**src/rtl/pll_lock_ctrl.sv**
```systemverilog
// -----------------------------------------------------------------------------
// pll_lock_ctrl
// Reset and lock sequencer for the system PLL. Runs on the free-running PLL
// reference clock, pulses the PLL reset, qualifies the (asynchronous) PLL lock
// indication, holds the core in reset until lock has been stable, retries
// failed lock attempts and reports lock status.
//
// Build option:
//   PLL_LOCK_AUTO_RELOCK_EN  defined   : lock loss in RUN restarts the sequence
//                                        with a fresh retry budget.
//                            undefined : lock loss in RUN parks in FAIL until
//                                        relock_req or reset_n.
//
// Ports:
//   refclk      in   PLL reference clock, the only clock of this block
//   reset_n     in   asynchronous active-low reset
//   extlock     in   raw PLL lock, asynchronous to refclk
//   relock_req  in   single-cycle request to restart the whole sequence
//   pll_reset   out  active-high PLL reset
//   sys_rst_n   out  active-low core reset, synchronous to refclk
//   lock_ok     out  high while in RUN
//   lock_fail   out  high while in FAIL
//   retry_cnt   out  lock retries used in the current sequence
// -----------------------------------------------------------------------------
module pll_lock_ctrl #(
   parameter int RST_CYCLES    = 16,
   parameter int LOCK_STABLE   = 1024,
   parameter int LOCK_TIMEOUT  = 65536,
   parameter int SYS_RST_DELAY = 16,
   parameter int MAX_RETRY     = 3
) (
   input  logic       refclk,
   input  logic       reset_n,
   input  logic       extlock,
   input  logic       relock_req,
   output logic       pll_reset,
   output logic       sys_rst_n,
   output logic       lock_ok,
   output logic       lock_fail,
   output logic [3:0] retry_cnt
);

   localparam int RST_W = $clog2(RST_CYCLES) + 1;
   localparam int STB_W = $clog2(LOCK_STABLE) + 1;
   localparam int TMO_W = $clog2(LOCK_TIMEOUT) + 1;
   localparam int REL_W = $clog2(SYS_RST_DELAY) + 1;

   // RESET and timeout compare against the last cycle so the state lasts
   // exactly N cycles; stable and release compare against the reached count,
   // which together with the output register gives the documented latency.
   localparam logic [RST_W-1:0] RST_LAST  = RST_W'(RST_CYCLES - 1);
   localparam logic [RST_W-1:0] RST_ONE   = RST_W'(1);
   localparam logic [STB_W-1:0] STB_DONE  = STB_W'(LOCK_STABLE);
   localparam logic [STB_W-1:0] STB_ONE   = STB_W'(1);
   localparam logic [TMO_W-1:0] TMO_LAST  = TMO_W'(LOCK_TIMEOUT - 1);
   localparam logic [TMO_W-1:0] TMO_ONE   = TMO_W'(1);
   localparam logic [REL_W-1:0] REL_DONE  = REL_W'(SYS_RST_DELAY);
   localparam logic [REL_W-1:0] REL_ONE   = REL_W'(1);
   localparam logic [3:0]       RETRY_MAX = 4'(MAX_RETRY);

   typedef enum logic [2:0] {
      ST_RESET     = 3'd0,
      ST_WAIT_LOCK = 3'd1,
      ST_RELEASE   = 3'd2,
      ST_RUN       = 3'd3,
      ST_FAIL      = 3'd4
   } state_t;

   state_t           state_r, state_next;
   logic [1:0]       sync_r;
   logic             lock_s;
   logic [RST_W-1:0] rst_cnt_r, rst_cnt_next;
   logic [STB_W-1:0] stb_cnt_r, stb_cnt_next;
   logic [TMO_W-1:0] tmo_cnt_r, tmo_cnt_next;
   logic [REL_W-1:0] rel_cnt_r, rel_cnt_next;
   logic [3:0]       retry_r, retry_next;
   logic             pll_reset_s, sys_rst_n_s, lock_ok_s, lock_fail_s;
   logic             pll_reset_r, sys_rst_n_r, lock_ok_r, lock_fail_r;

   assign lock_s = sync_r[1];

   // Two-flop synchronizer for the asynchronous lock indication.
   always_ff @(posedge refclk or negedge reset_n) begin
      if (!reset_n) begin
         sync_r <= 2'b00;
      end else begin
         sync_r <= {sync_r[0], extlock};
      end
   end

   // Next state, retry count and counters. Counters default to zero, so they
   // only keep counting while the state holds and are cleared on every entry.
   always_comb begin
      state_next   = state_r;
      retry_next   = retry_r;
      rst_cnt_next = '0;
      stb_cnt_next = '0;
      tmo_cnt_next = '0;
      rel_cnt_next = '0;
      if (relock_req) begin
         state_next = ST_RESET;
         retry_next = 4'd0;
      end else begin
         case (state_r)
            ST_RESET: begin
               if (rst_cnt_r == RST_LAST) begin
                  state_next = ST_WAIT_LOCK;
               end else begin
                  rst_cnt_next = rst_cnt_r + RST_ONE;
               end
            end
            ST_WAIT_LOCK: begin
               // Lock acceptance wins over a timeout in the same cycle.
               if (stb_cnt_r == STB_DONE) begin
                  state_next = ST_RELEASE;
               end else if (tmo_cnt_r == TMO_LAST) begin
                  if (retry_r < RETRY_MAX) begin
                     retry_next = retry_r + 4'd1;
                     state_next = ST_RESET;
                  end else begin
                     state_next = ST_FAIL;
                  end
               end else begin
                  // A lock glitch restarts only the stable count.
                  tmo_cnt_next = tmo_cnt_r + TMO_ONE;
                  if (lock_s) begin
                     stb_cnt_next = stb_cnt_r + STB_ONE;
                  end else begin
                     stb_cnt_next = '0;
                  end
               end
            end
            ST_RELEASE: begin
               if (!lock_s) begin
                  state_next = ST_RESET;
               end else if (rel_cnt_r == REL_DONE) begin
                  state_next = ST_RUN;
               end else begin
                  rel_cnt_next = rel_cnt_r + REL_ONE;
               end
            end
            ST_RUN: begin
               if (!lock_s) begin
`ifdef PLL_LOCK_AUTO_RELOCK_EN
                  state_next = ST_RESET;
                  retry_next = 4'd0;
`else
                  state_next = ST_FAIL;
`endif
               end else begin
                  state_next = ST_RUN;
               end
            end
            ST_FAIL: begin
               state_next = ST_FAIL;
            end
            default: begin
               state_next = ST_RESET;
               retry_next = 4'd0;
            end
         endcase
      end
   end

   // State, counter and retry registers.
   always_ff @(posedge refclk or negedge reset_n) begin
      if (!reset_n) begin
         state_r   <= ST_RESET;
         rst_cnt_r <= '0;
         stb_cnt_r <= '0;
         tmo_cnt_r <= '0;
         rel_cnt_r <= '0;
         retry_r   <= 4'd0;
      end else begin
         state_r   <= state_next;
         rst_cnt_r <= rst_cnt_next;
         stb_cnt_r <= stb_cnt_next;
         tmo_cnt_r <= tmo_cnt_next;
         rel_cnt_r <= rel_cnt_next;
         retry_r   <= retry_next;
      end
   end

   // Output decode; registering it from the next state keeps every output a
   // flop whose value always equals the decode of the current state.
   always_comb begin
      pll_reset_s = 1'b1;
      sys_rst_n_s = 1'b0;
      lock_ok_s   = 1'b0;
      lock_fail_s = 1'b0;
      case (state_next)
         ST_RESET: begin
            pll_reset_s = 1'b1;
         end
         ST_WAIT_LOCK, ST_RELEASE: begin
            pll_reset_s = 1'b0;
         end
         ST_RUN: begin
            pll_reset_s = 1'b0;
            sys_rst_n_s = 1'b1;
            lock_ok_s   = 1'b1;
         end
         ST_FAIL: begin
            pll_reset_s = 1'b1;
            lock_fail_s = 1'b1;
         end
         default: begin
            pll_reset_s = 1'b1;
         end
      endcase
   end

   // Output registers; reset_n forces the safe values without a clock.
   always_ff @(posedge refclk or negedge reset_n) begin
      if (!reset_n) begin
         pll_reset_r <= 1'b1;
         sys_rst_n_r <= 1'b0;
         lock_ok_r   <= 1'b0;
         lock_fail_r <= 1'b0;
      end else begin
         pll_reset_r <= pll_reset_s;
         sys_rst_n_r <= sys_rst_n_s;
         lock_ok_r   <= lock_ok_s;
         lock_fail_r <= lock_fail_s;
      end
   end

   assign pll_reset = pll_reset_r;
   assign sys_rst_n = sys_rst_n_r;
   assign lock_ok   = lock_ok_r;
   assign lock_fail = lock_fail_r;
   assign retry_cnt = retry_r;

endmodule

```
**config.mk**
```make
export PLATFORM = sky130hd
export DESIGN_NAME = pll_lock_ctrl
export DESIGN_NICKNAME = d
export VERILOG_FILES = /design/src/rtl/pll_lock_ctrl.sv
export SDC_FILE = /design/constraint.sdc
export NUM_CORES = 1
export LEC_CHECK = 0
export CAP_MARGIN = 10
export CORE_MARGIN = 2
export CORE_UTILIZATION = 63
export DETAILED_ROUTE_END_ITERATION = 10
export HOLD_SLACK_MARGIN = 0.05
export PLACE_DENSITY_LB_ADDON = 0.2
export RECOVER_POWER = 100
export SLEW_MARGIN = 10
export SYNTH_ARGS = -nofsm -noshare
export SYNTH_HDL_FRONTEND = slang
export SYNTH_SLANG_ARGS = --single-unit
```
**constraint.sdc**
```tcl
create_clock -name refclk -period 2.7 [get_ports refclk]
set_input_delay 0.54 -clock refclk [delete_from_list [all_inputs] [get_ports refclk]]
set_output_delay 0.54 -clock refclk [all_outputs]
set_load 0.05 [all_outputs]
```
==> results of run 1 <==
==> layout make-up <==
cell class,count,area share (%)
Clock buffer,7,2.941
Clock inverter,1,1.157
Inverter,10,1.446
Multi-Input combinational cell,162,39.59
Sequential cell,50,48.26
Tap cell,48,2.314
Timing Repair Buffer,13,4.291
==> logic make-up after synthesis <==
| group | Yosys count | synth area share (%) |
|---|---|---|
| AOI/OAI and AO/OA | 21 | 6.217 |
| xor gates and xnor gates | 26 | 9.671 |
| adders and majority gates | 7 | 3.719 |
| buffers and inverters | 14 | 2.922 |
| DFF | 50 | 53.19 |
| muxes | 3 | 1.275 |
| and+or+nand+nor | 105 | 23.01 |
==> power groups by stage <==
stage | sequential (mW) | clock [mW] | combinational [mW]
floorplan | 0.771 | 0 | 0.00850
global placement | 0.771 | 0 | 0.0318
detailed placement | 0.772 | 0 | 0.0321
CTS | 0.757 | 0.523 | 0.0325
global route | 0.757 | 0.545 | 0.0350
finish | 0.757 | 0.506 | 0.0293
==> metrics by stage <==
stage,instances,worst slack [ns],hold WS (ns),util (%)
after floorplan,226,1.001,0.2444,-
after global placement,283,0.5833,0.3324,68.91
after detailed placement,283,0.5378,0.3396,68.91
after CTS,291,0.4812,0.1744,71.83
after global routing,291,0.3274,0.3704,71.42
final,291,0.4913,0.3636,71.42
==> layer usage <==
metal  track usage (%)  part of all wire (%)  vias to the layer above
li1                  -                     -                      818
met3             5.137                   3.4                       10
met5                 0                     0                        -
met1             32.52                    48                      788
met4             7.031                   1.7                        0
met2             35.82                    47                       32
==> synthesized netlist by cell type (3+ instances only) <==
cell	number	area, µm²
xnor2_1	5	43.79
inv_1	10	37.54
mux2i_1	3	30.03
o21ai_0	5	25.02
dfrtp_1	49	1226
nand3_1	15	75.07
nand2_1	9	33.78
nor2_1	38	142.6
nor3_1	4	20.02
or3_1	4	25.02
xor2_1	21	183.9
a21oi_1	5	25.02
ha_1	7	87.58
a31oi_1	3	18.77
nand4_1	11	68.82
and3_1	11	68.82
==> registers in the layout, summed over array words and instances (netlist names) <==
name	count
tmo_cnt_r	17
stb_cnt_r	11
rel_cnt_r	5
rst_cnt_r	5
retry_cnt	4
state_r	3
sync_r	2
lock_fail	1
lock_ok	1
pll_reset	1
==> final timing paths <==
check                      cells after the start      endpoint  slack [ns]    startpoint
setup / recovery                               1     pll_reset        0.49     pll_reset
min in group asynchronous                      1  tmo_cnt_r[2]        0.40       reset_n
max in group asynchronous                      2  stb_cnt_r[5]        0.86       reset_n
hold reg to reg                                0     sync_r[1]        0.36     sync_r[0]
hold / removal                                 0     sync_r[1]        0.36     sync_r[0]
setup reg to reg                               6  stb_cnt_r[9]        0.55  stb_cnt_r[0]
==> layout by cell type, fill, tap and decap left out, types with 7 or more instances in the layout <==
cell type      count
and3_1            11
dfrtp_1           49
dlygate4sd3_1     10
ha_1               7
inv_1             10
nand2_1            9
nand3_1           15
nand4_1           11
nor2_1            38
xor2_1            21
==> results.py, run 1 <==
metrics = {
    "timing": {
        "slew_violations": 0,
        "final_hold_viol_count": 0,
        "tns_ns": 0,
        "post-route-min-period_ns": 2.209,
        "grt_setup_unrepaired": "false",
        "min_period_over_period_pct": 81.80,
        "max_freq_mhz": 452.8,
        "setup_viol": 0,
        "skew_ns": 0.003663,
        "slew_headroom_pct": 30.99,
        "tightest_slew_ns": 1.035,
    },
    "detailed_routing": {
        "wl_um": 4142,
        "vias": 1648,
        "ant_nets": 0,
        "vias_per_cell": 5.663,
        "firstDrtPassIters": 4,
        "drc": 0,
        "drt_iter0_markers": 108,
        "wire_per_inst_um": 14.23,
    },
    "setup_path": {
        "path_buf_inv": 1,
        "crit_required_ns": 2.16,
        "path_cells": "dlygate4sd3_1",
        "critical_path_class": "reg2out",
        "cpPeakStageDelay_ns": 0.86,
        "critPathTopFamily": "buffers and inverters",
        "worstPathArrival_ns": 1.67,
        "crit_path_top_delay_cell": "dlygate4sd3_1",
        "startpoint_type": "flip-flop",
        "end_kind": "output pin",
        "path_max_fanout": 1,
    },
    "power_and_ir_drop": {
        "comb_power_share_pct": 2.3,
        "seqPwrFrac_pct": 58.6,
        "clkPwrFrac_pct": 39.2,
        "vdd.ir_drop.worst_v": 0.0004107,
        "finalPower_mw": 1.292,
        "power_density_mw_per_mm2": 497.9,
        "p_switching_mw": 0.2544,
        "swShare_pct": 19.69,
        "intPower_mw": 1.038,
        "p_leak_nw": 1.166,
    },
    "floorplanning": {
        "rows": 22,
        "die_h_um": 65.14,
        "core_mm2": 0.003633,
        "initial_core_util_pct": 64.81,
        "dieArea_mm2": 0.004243,
        "io_pins": 12,
        "die_w_um": 65.14,
    },
    "clock_tree": {
        "cts_sinks": 50,
        "postCtsHoldBufs": 0,
        "htreeDepth": 2,
        "cts-root-buf": "clkbuf_8",
        "cts_buffer_depth": 2,
        "clkLatencyLatePin_ns": 0.29,
        "cts_setup_buffers": 0,
        "cts_buffers": 5,
        "cts_tree": "yes",
        "clkSlewWorstSetupHoldPaths_ns": 0.08,
        "cts_resized": 0,
    },
    "cells_and_area": {
        "finalNetCount": 253,
        "synthToLayoutAreaGrowth_pct": 10.20,
        "drive_above_1_share_pct": 6.584,
        "multi_input_area_mm2": 0.001027,
        "fill_cells": 281,
        "seq_area_mm2": 0.001252,
        "diodes": 0,
        "design_area_mm2": 0.002595,
    },
    "global_route": {
        "overflow": 0,
        "grt_pass1_wl_um": 7486,
        "grtUsageTotal_pct": 22.96,
        "antenna_found_initial": 0,
        "grt_max_degree": 21,
        "grt_pass1_vias": 1592,
    },
    "placed_design": {
        "place_area_mm2": 0.002504,
        "place.gp.congestion": 0.7692,
        "dp_hpwl_um": 2963,
        "port_buffers": 11,
    },
    "worst_hold_path": {
        "hold_class": "reg2reg",
    },
    "logic_synthesis": {
        "syn_area_per_cell_um2": 10.42,
        "synthCells": 226,
        "syn_area_mm2": 0.002355,
        "ys_seq_area_share_pct": 53.19,
        "synth-edff-count": 0,
        "synth-seq-cells": 50,
        "synth_cell_types": 37,
        "synth.net_count": 237,
        "async_flop_share_pct": 100.0,
        "synth_ff_type": "dfrtp_1",
        "synth-warning-count": 0,
    },
    "flow_run": {
        "max_cap_violations": 0,
    },
    "outcome": {
        "status": "finished, final reports clean",
    },
}
Power figures use the tool's default switching activity.
==> run 2: changes to the inputs <==
--- a/config.mk
+++ b/config.mk
@@ -7,7 +7,7 @@
 export LEC_CHECK = 0
 export CAP_MARGIN = 10
 export CORE_MARGIN = 2
-export CORE_UTILIZATION = 63
+export CORE_UTILIZATION = 59
 export DETAILED_ROUTE_END_ITERATION = 10
 export HOLD_SLACK_MARGIN = 0.05
 export PLACE_DENSITY_LB_ADDON = 0.2
==> constraint.sdc (replaced) <==
create_clock -name refclk -period 2.1 [get_ports refclk]
set_input_delay 0.42 -clock refclk [delete_from_list [all_inputs] [get_ports refclk]]
set_output_delay 0.42 -clock refclk [all_outputs]
set_load 0.05 [all_outputs]
==> run 2 against run 1 <==
Net effect:
- non-clock buffer count increased by 3
- power increased by 29%
- hold slack improved by 0.0040 ns
- register-to-register slack got worse by 0.31 ns
- clock-buffer cell count unchanged
- critical path depth unchanged
- sequential share of layout area decreased by 0.57 points
- design area increased by 1.2%
- sequential cell count unchanged
- cell count increased by 1.0%
==> results.py, run 2 (synthesis gave the netlist of run 1 again) <==
metrics = {
    "outcome": {
        "status": "finished, final reports clean",
    },
    "setup_path": {
        "worstPathArrival_ns": 1.62,
        "crit_path_top_delay_cell": "clkdlybuf4s50_1",
        "critPathTopFamily": "buffers and inverters",
        "startpoint": "pll_reset",
        "crit_required_ns": 1.68,
        "cp.depth": 1,
        "path_buf_inv": 1,
        "reg2reg_depth": 8,
        "path_cells": "clkdlybuf4s50_1",
        "path_max_fanout": 1,
        "cpPeakStageDelay_ns": 0.79,
        "end_kind": "output pin",
        "critical_path_class": "reg2out",
        "crit-reg2reg-launch": "stb_cnt_r[0]",
        "startpoint_type": "flip-flop",
    },
    "cells_and_area": {
        "mostFrequentLayoutCells": "dfrtp_1, nor2_1, xor2_1, nand3_1",
        "largest_reg_flops": 17,
        "synthToLayoutAreaGrowth_pct": 11.53,
        "top_register": "tmo_cnt_r",
        "final_common_cell": "dfrtp_1",
        "diodes": 0,
        "fill_cells": 302,
        "fin_util_pct": 70.15,
        "fin_cells": 294,
        "multi_input_area_mm2": 0.001033,
        "finalNetCount": 256,
        "drive_above_1_share_pct": 8.943,
        "largest_registers": "tmo_cnt_r x17, stb_cnt_r x11",
        "seq_area_mm2": 0.001252,
    },
    "detailed_routing": {
        "wire_per_inst_um": 13.65,
        "wl_um": 4013,
        "ant_nets": 0,
        "drc": 0,
        "drt_iter0_markers": 142,
        "vias_per_cell": 5.656,
        "vias": 1663,
        "firstDrtPassIters": 4,
    },
    "floorplanning": {
        "rows": 22,
        "die_w_um": 67.18,
        "core_mm2": 0.003744,
        "initial_core_util_pct": 62.90,
        "die_h_um": 67.18,
        "io_pins": 12,
        "dieArea_mm2": 0.004512,
    },
    "timing": {
        "finalWorstSetupSlack_ns": 0.06131,
        "max_freq_mhz": 490.5,
        "post-route-min-period_ns": 2.039,
        "tns_ns": 0,
        "min_period_over_period_pct": 97.08,
        "tightest_slew_ns": 1.178,
        "grt_setup_unrepaired": "false",
        "slew_violations": 0,
        "slew_headroom_pct": 21.48,
        "skew_ns": 0.007150,
        "setup_viol": 0,
        "final_hold_viol_count": 0,
    },
    "placed_design": {
        "dp_hpwl_um": 2819,
        "port_buffers": 11,
        "post-place-ws_ns": 0.2648,
        "dp_cells": 286,
        "place.gp.congestion": 0.7573,
    },
    "global_route": {
        "overflow": 0,
        "grtUsageTotal_pct": 21.42,
        "antenna_found_initial": 0,
        "grt_max_degree": 51,
        "grt_pass1_wl_um": 7107,
        "grt_pass1_vias": 1597,
    },
    "worst_hold_path": {
        "min_from": "sync_r[0]",
        "holdPathStages": 0,
        "hold_class": "reg2reg",
    },
    "clock_tree": {
        "htreeDepth": 2,
        "cts_buffer_depth": 2,
        "cts_sinks": 50,
        "cts_tree": "yes",
        "clkLatencyLatePin_ns": 0.30,
        "cts_setup_buffers": 0,
        "cts_resized": 0,
        "clkSlewWorstSetupHoldPaths_ns": 0.09,
        "cts-root-buf": "clkbuf_8",
        "cts_buffers": 5,
        "postCtsHoldBufs": 0,
    },
    "power_and_ir_drop": {
        "p_leak_nw": 1.186,
        "power_density_mw_per_mm2": 634.8,
        "vdd.ir_drop.worst_v": 0.0006526,
        "finalPower_mw": 1.667,
    },
    "flow_run": {
        "max_cap_violations": 0,
    },
}
run 2: area by class of cell:
type / instances / share of cell area [%]
repair buffers: 16 / 5.193
flip-flops and latches: 50 / 47.69
inverters: 10 / 1.429
clock inverters: 1 / 1.143
multi-input cells: 162 / 39.35
clock buffers: 7 / 2.906
well taps: 48 / 2.287
run 2: per-layer routing:
metal | part of all wire, % | up-vias | global-route usage [%]
met3 | 3.7 | 5 | 6.500
met1 | 49 | 810 | 28.13
li1 | - | 822 | -
met4 | 1.3 | 0 | 7.653
met5 | 0 | - | 0
met2 | 46 | 26 | 33.79
run 2: path summary, 6_finish.rpt:
kind | end | slack, ns
worst min-delay path | sync_r[1] | 0.37
min in group asynchronous | tmo_cnt_r[8] | 0.44
worst max register to register | tmo_cnt_r[13] | 0.24
worst max-delay path | pll_reset | 0.06
max in group asynchronous | stb_cnt_r[0] | 0.95
worst min register to register | sync_r[1] | 0.37
run 2: per-stage QoR:
step / hold slack (ns) / cell area, µm²
after CTS: 0.09696 / 2645
after global placement: 0.3331 / 2539
after detailed placement: 0.3531 / 2539
after global routing: 0.3806 / 2626
after floorplan: 0.1244 / 2355
final: 0.3676 / 2626
run 2: where the power goes:
| part | total (mW) | leakage [nW] | internal, mW | switching [mW] |
|---|---|---|---|---|
| Combinational | 0.0374 | 0.445 | 0.00922 | 0.0281 |
| Clock | 0.657 | 0.0524 | 0.356 | 0.301 |
| Sequential | 0.973 | 0.688 | 0.969 | 0.00421 |
| Total | 1.67 | 1.19 | 1.33 | 0.333 |
==> run 3: changes to the inputs <==
--- a/config.mk
+++ b/config.mk
@@ -5,6 +5,7 @@
 export SDC_FILE = /design/constraint.sdc
 export NUM_CORES = 1
 export LEC_CHECK = 0
+export ABC_AREA = 1
 export CAP_MARGIN = 10
 export CORE_MARGIN = 2
 export CORE_UTILIZATION = 59
==> run 3 against run 2 <==
Net effect:
- utilization decreased by 3.0 points
- setup slack improved by 0.0076 ns
- cell count increased by 20%
- via count increased by 6.6%
- wire length decreased by 2.2%
- combinational power increased by 3%
- sequential cell count unchanged
- hold slack got worse by 0.011 ns
- synthesized cell count increased by 26%
- design area increased by 3.8%
- fmax increased by 0.37%
- critical path type unchanged
- largest cell class unchanged
- largest power group unchanged
==> results.py, run 3 <==
metrics = {
    "outcome": {
        "status": "finished, final reports clean",
    },
    "global_route": {
        "overflow": 0,
        "grt_pass1_wl_um": 7293,
        "grt_max_degree": 51,
        "grtUsageTotal_pct": 19.07,
        "antenna_found_initial": 0,
        "grt_pass1_vias": 1714,
    },
    "setup_path": {
        "crit_required_ns": 1.68,
        "worstPathArrival_ns": 1.61,
        "path_cells": "clkdlybuf4s50_1",
        "startpoint_type": "flip-flop",
        "reg2reg_depth": 10,
        "r2r_end": "retry_cnt[0]",
        "cpPeakStageDelay_ns": 0.79,
        "path_max_fanout": 1,
        "end_kind": "output pin",
        "crit_path_top_delay_cell": "clkdlybuf4s50_1",
        "critical_path_class": "reg2out",
        "path_buf_inv": 1,
        "crit-reg2reg-launch": "tmo_cnt_r[0]",
        "ff2ff_setup_slack_ns": 0.31,
        "critPathTopFamily": "buffers and inverters",
    },
    "clock_tree": {
        "cts_tree": "yes",
        "htreeDepth": 2,
        "clkLatencyLatePin_ns": 0.31,
        "cts_buffer_depth": 2,
        "cts-root-buf": "clkbuf_8",
        "cts_setup_buffers": 0,
        "cts_buffers": 5,
        "postCtsHoldBufs": 0,
        "clkSlewWorstSetupHoldPaths_ns": 0.08,
        "cts_sinks": 50,
        "cts_resized": 0,
    },
    "floorplanning": {
        "rows": 23,
        "die_w_um": 69.53,
        "io_pins": 12,
        "die_h_um": 69.53,
        "core_mm2": 0.004058,
        "dieArea_mm2": 0.004834,
        "initial_core_util_pct": 62.44,
    },
    "logic_synthesis": {
        "synth_mux_area_share_pct": 0,
        "yosys.area.top_type": "dfrtp_1",
        "syn_area_per_cell_um2": 8.890,
        "syn_area_mm2": 0.002534,
        "synth_xor_area_share_pct": 5.185,
        "ys_seq_area_share_pct": 49.43,
        "synth_commonest_cells": "dfrtp_1, nor2_1, nand2_1, inv_1, nand3_1",
        "synth-adder-area-share_pct": 3.457,
        "synth-seq-cells": 50,
        "synthSimpleGateAreaFrac_pct": 29.98,
        "synth_area_leaders": "dfrtp_1, nor2_1, nand2_1",
        "synth-edff-count": 0,
        "synth_ff_type": "dfrtp_1",
        "synth_top_area_share_pct": 48.40,
        "synthCells": 285,
        "synth-compound-area-share_pct": 4.395,
        "synth.net_count": 296,
        "synth_most_common_cell": "dfrtp_1",
        "synth_cell_types": 34,
        "synth-warning-count": 0,
        "async_flop_share_pct": 100.0,
        "synth_top_family_by_area": "simple AND/OR/NAND/NOR gates",
    },
    "cells_and_area": {
        "diodes": 0,
        "fin_cells": 352,
        "drive_above_1_share_pct": 10.26,
        "top_register": "tmo_cnt_r",
        "synthToLayoutAreaGrowth_pct": 7.605,
        "fin_util_pct": 67.19,
        "largest_registers": "tmo_cnt_r x17, stb_cnt_r x11",
        "mostFrequentLayoutCells": "nor2_1, dfrtp_1, nand2_1, inv_1, nand3_1",
        "final_common_cell": "nor2_1",
        "finalNetCount": 312,
        "largest_reg_flops": 17,
    },
    "detailed_routing": {
        "wl_um": 3926,
        "wl_met1_um": 1880,
        "drt_iter0_markers": 100,
        "ant_nets": 0,
        "top_layer": "met4",
        "route.met3.wl_um": 108,
        "wl_met2_um": 1854,
        "drc": 0,
        "firstDrtPassIters": 4,
        "vias": 1773,
        "wire_per_inst_um": 11.15,
        "vias_per_cell": 5.037,
    },
    "power_and_ir_drop": {
        "finalPower_mw": 1.583,
        "power_density_mw_per_mm2": 580.6,
        "vdd.ir_drop.worst_v": 0.0004426,
        "p_leak_nw": 1.307,
    },
    "worst_hold_path": {
        "holdPathStages": 0,
        "hold_class": "reg2reg",
        "hold_path_end": "sync_r[1]",
        "min_from": "sync_r[0]",
    },
    "timing": {
        "slew_headroom_pct": 22.05,
        "slew_violations": 0,
        "tightest_slew_ns": 1.169,
        "tns_ns": 0,
        "final_hold_viol_count": 0,
        "setup_viol": 0,
        "max_freq_mhz": 492.3,
        "skew_ns": 0.008233,
        "min_period_over_period_pct": 96.72,
        "post-route-min-period_ns": 2.031,
        "grt_setup_unrepaired": "false",
        "finalWorstSetupSlack_ns": 0.06890,
    },
    "placed_design": {
        "post-place-ws_ns": 0.2523,
        "dp_cells": 344,
        "place.gp.congestion": 0.7906,
        "dp_hpwl_um": 2915,
        "port_buffers": 11,
    },
    "flow_run": {
        "max_cap_violations": 0,
    },
}
run 3: cell count changes after synthesis, sizes merged, moves of 3 or more:
cell and change:
or3 -5, nand3 +6, xor2 -11, nand2 +38, nand4 -5, nor2 +25, mux2i -3, inv +31
and3 -11, nor3b +3
run 3: through the flow:
| stage | hold slack (ns) | instance area (µm²) |
|---|---|---|
| detailed placement | 0.3371 | 2674 |
| floorplan | 0.1244 | 2534 |
| global route | 0.3650 | 2726 |
| CTS | 0.2151 | 2769 |
| global placement | 0.3343 | 2674 |
| finish | 0.3561 | 2726 |
run 3: cell families (layout without fill, tap and decap cells):
kind of cell,Yosys count,after routing
buffers and inverters,44,61
and+or+nand+nor,149,149
adders and majority gates,7,7
xor gates and xnor gates,15,15
AOI/OAI and AO/OA,20,20
DFF,50,50
run 3: area by class of cell:
class,count,area (µm²)
Timing Repair Buffer,12,110.1
Fill cell,354,1331
Tap cell,50,62.56
Clock inverter,2,12.51
Clock buffer,6,82.58
Inverter,41,156.4
Sequential cell,50,1252
Multi-Input combinational cell,191,1050
run 3: worst max path at each step:
stage | start | endpoint | slack [ns] | cells past startpoint
6_report | pll_reset | pll_reset | 0.07 | 1
4_1_cts | pll_reset | pll_reset | 0.05 | 1
5_1_grt | pll_reset | pll_reset | 0.02 | 1
3_5_place_dp | relock_req | stb_cnt_r[6] | 0.25 | 6
2_1_floorplan | retry_cnt[0] | retry_cnt[0] | 0.49 | 7
3_3_place_gp | relock_req | stb_cnt_r[6] | 0.29 | 6
run 3: metal layers:
layer	global-route usage [%]	up-vias
met5	0	-
met4	7.843	0
met1	23.96	824
met3	4.506	6
li1	-	923
met2	31.73	20
run 3: report_power, final:
part	switching [mW]	internal, mW
combinational	0.0283	0.0104
clock	0.306	0.265
sequential	0.00461	0.969
==> edit: new RTL, config.mk and constraints of run 2 <==
Make the reset (`reset_n`) synchronous in 3 clocked blocks. Comments in the files are not updated.
--- a/src/rtl/pll_lock_ctrl.sv
+++ b/src/rtl/pll_lock_ctrl.sv
@@ -82,3 +82,3 @@
    // Two-flop synchronizer for the asynchronous lock indication.
-   always_ff @(posedge refclk or negedge reset_n) begin
+   always_ff @(posedge refclk) begin
       if (!reset_n) begin
@@ -165,3 +165,3 @@
    // State, counter and retry registers.
-   always_ff @(posedge refclk or negedge reset_n) begin
+   always_ff @(posedge refclk) begin
       if (!reset_n) begin
@@ -213,3 +213,3 @@
    // Output registers; reset_n forces the safe values without a clock.
-   always_ff @(posedge refclk or negedge reset_n) begin
+   always_ff @(posedge refclk) begin
       if (!reset_n) begin
Function: same outputs for any inputs over 10 cycles, from zero or initial values and one cycle with reset_n low; that may be too few to reach the edited logic, so the function may still have changed.
==> edit against run 2 <==
  * The flow now finishes with violations (setup timing)
  * Non-clock buffer count rose by 19
  * Sequential cell count did not move
  * Setup slack worse by 170 ps
  * Wire length down 13%
  * Synthesized area fell by 10%
  * Synthesized cell count increased by 3.1%
  * Design area is 3.5% lower
  * Total power decreased by 15%
  * Clock power down 34%
  * Die area shrank 9.8%
  * Sequential share of layout area shrank 8.0 points
==> edit: results (changes against run 2) <==
synthesis.nets: 247  # +4.2%
holdWs_ps: 452  # +84.8 ps
buffer_area_share_pct: 11.3  # +6.1 points
post_dp_cell_area_sq_mm: 0.00243  # -4.3%
outcome: "finished, violations left"
tightest_slew_ps: 503  # -674 ps
crit_arrival_ps: 2470  # +850 ps
synth_common_cells: "dfxtp_1 (50), nor2_1 (48), nand2_1 (18)"
nNonClkBuffers: 35  # +19
vias: 1599  # -3.8%
routed_wirelength_microns: 3490  # -13%
setup_violations: 2  # +2
fin_tns_setup_ps: -157  # -157 ps
slowest_delay_ps: 380  # -410 ps
synthTopCellsByArea: "dfxtp_1 (47%), nor2_1 (8.5%), ha_1 (5.9%)"
layout_setup_ws_ps: -107  # -169 ps
final_layout_size_suffix_gt1_share_pct: 17.0  # +8.0 points
min_path_cells: 1  # +1
multi_input_area_sq_mm: 0.00109  # +5.9%
grt_pass1_wl_microns: 6130  # -14%
synthArstFlopShare_pct: 0  # -100 points
track_usage_pct: 19.3  # -2.1 points
drt_iter0_markers: 26  # -82%
hold_path.startpoint: "sync_r[0]"
dp_cells: 306  # +7.0%
clock-skew-final_ps: 12.2  # +5.05 ps
cts_resized: 2  # +2
gp_congestion: 0.776  # +2.4%
p_total_w: 0.00141  # -15%
grt_max_degree: 16  # -69%
peakVddDrop_mv: 0.489  # -25%
synth_area_sq_mm: 0.00211  # -10%
clk_latency_ps: 350  # +50 ps
synthMuxAreaShare_pct: 0.533  # -0.74 points
hpwl_microns: 2630  # -6.6%
synthAdderAreaFrac_pct: 5.93  # +2.2 points
r2r_start: "tmo_cnt_r[0]"
multiInputCombCellCount: 170  # +4.9%
violations: "setup timing"
clkCellAreaFrac_pct: 2.37  # -1.7 points
crit_fanout: 2  # +1
netlist_instances: 233  # +3.1%
clkTransAtPathRegs_ps: 130  # +40 ps
edit: metal layers:
metal	GRT usage [%]	routed length, microns
met4	8.15	59
met1	21.3	1630
met2	35.4	1720
met3	4.23	77
met5	0	0
edit: where the power goes:
part	switching, W	internal, W
sequential	0.00000214	0.000952
clock	0.000273	0.000163
combinational	0.0000105	0.0000105
edit: worst max-delay path, delay by kind of cell, from the launching register on:
family	cells	cell delay [ps]
and+or+nand+nor	5	950
DFF	1	370
adders and majority gates	2	330
muxes	1	260
AOI/OAI and AO/OA	1	200
edit: worst max path at each step:
stage	startpoint	endpoint	slack, ps	cells past startpoint
floorplan	tmo_cnt_r[1]	retry_cnt[0]	-150	10
CTS	tmo_cnt_r[0]	retry_cnt[0]	-40	9
finish	tmo_cnt_r[0]	retry_cnt[0]	-110	9
detailed placement	tmo_cnt_r[1]	retry_cnt[0]	-100	9
global placement	tmo_cnt_r[1]	retry_cnt[0]	-80	9
global route	tmo_cnt_r[0]	retry_cnt[0]	-230	9
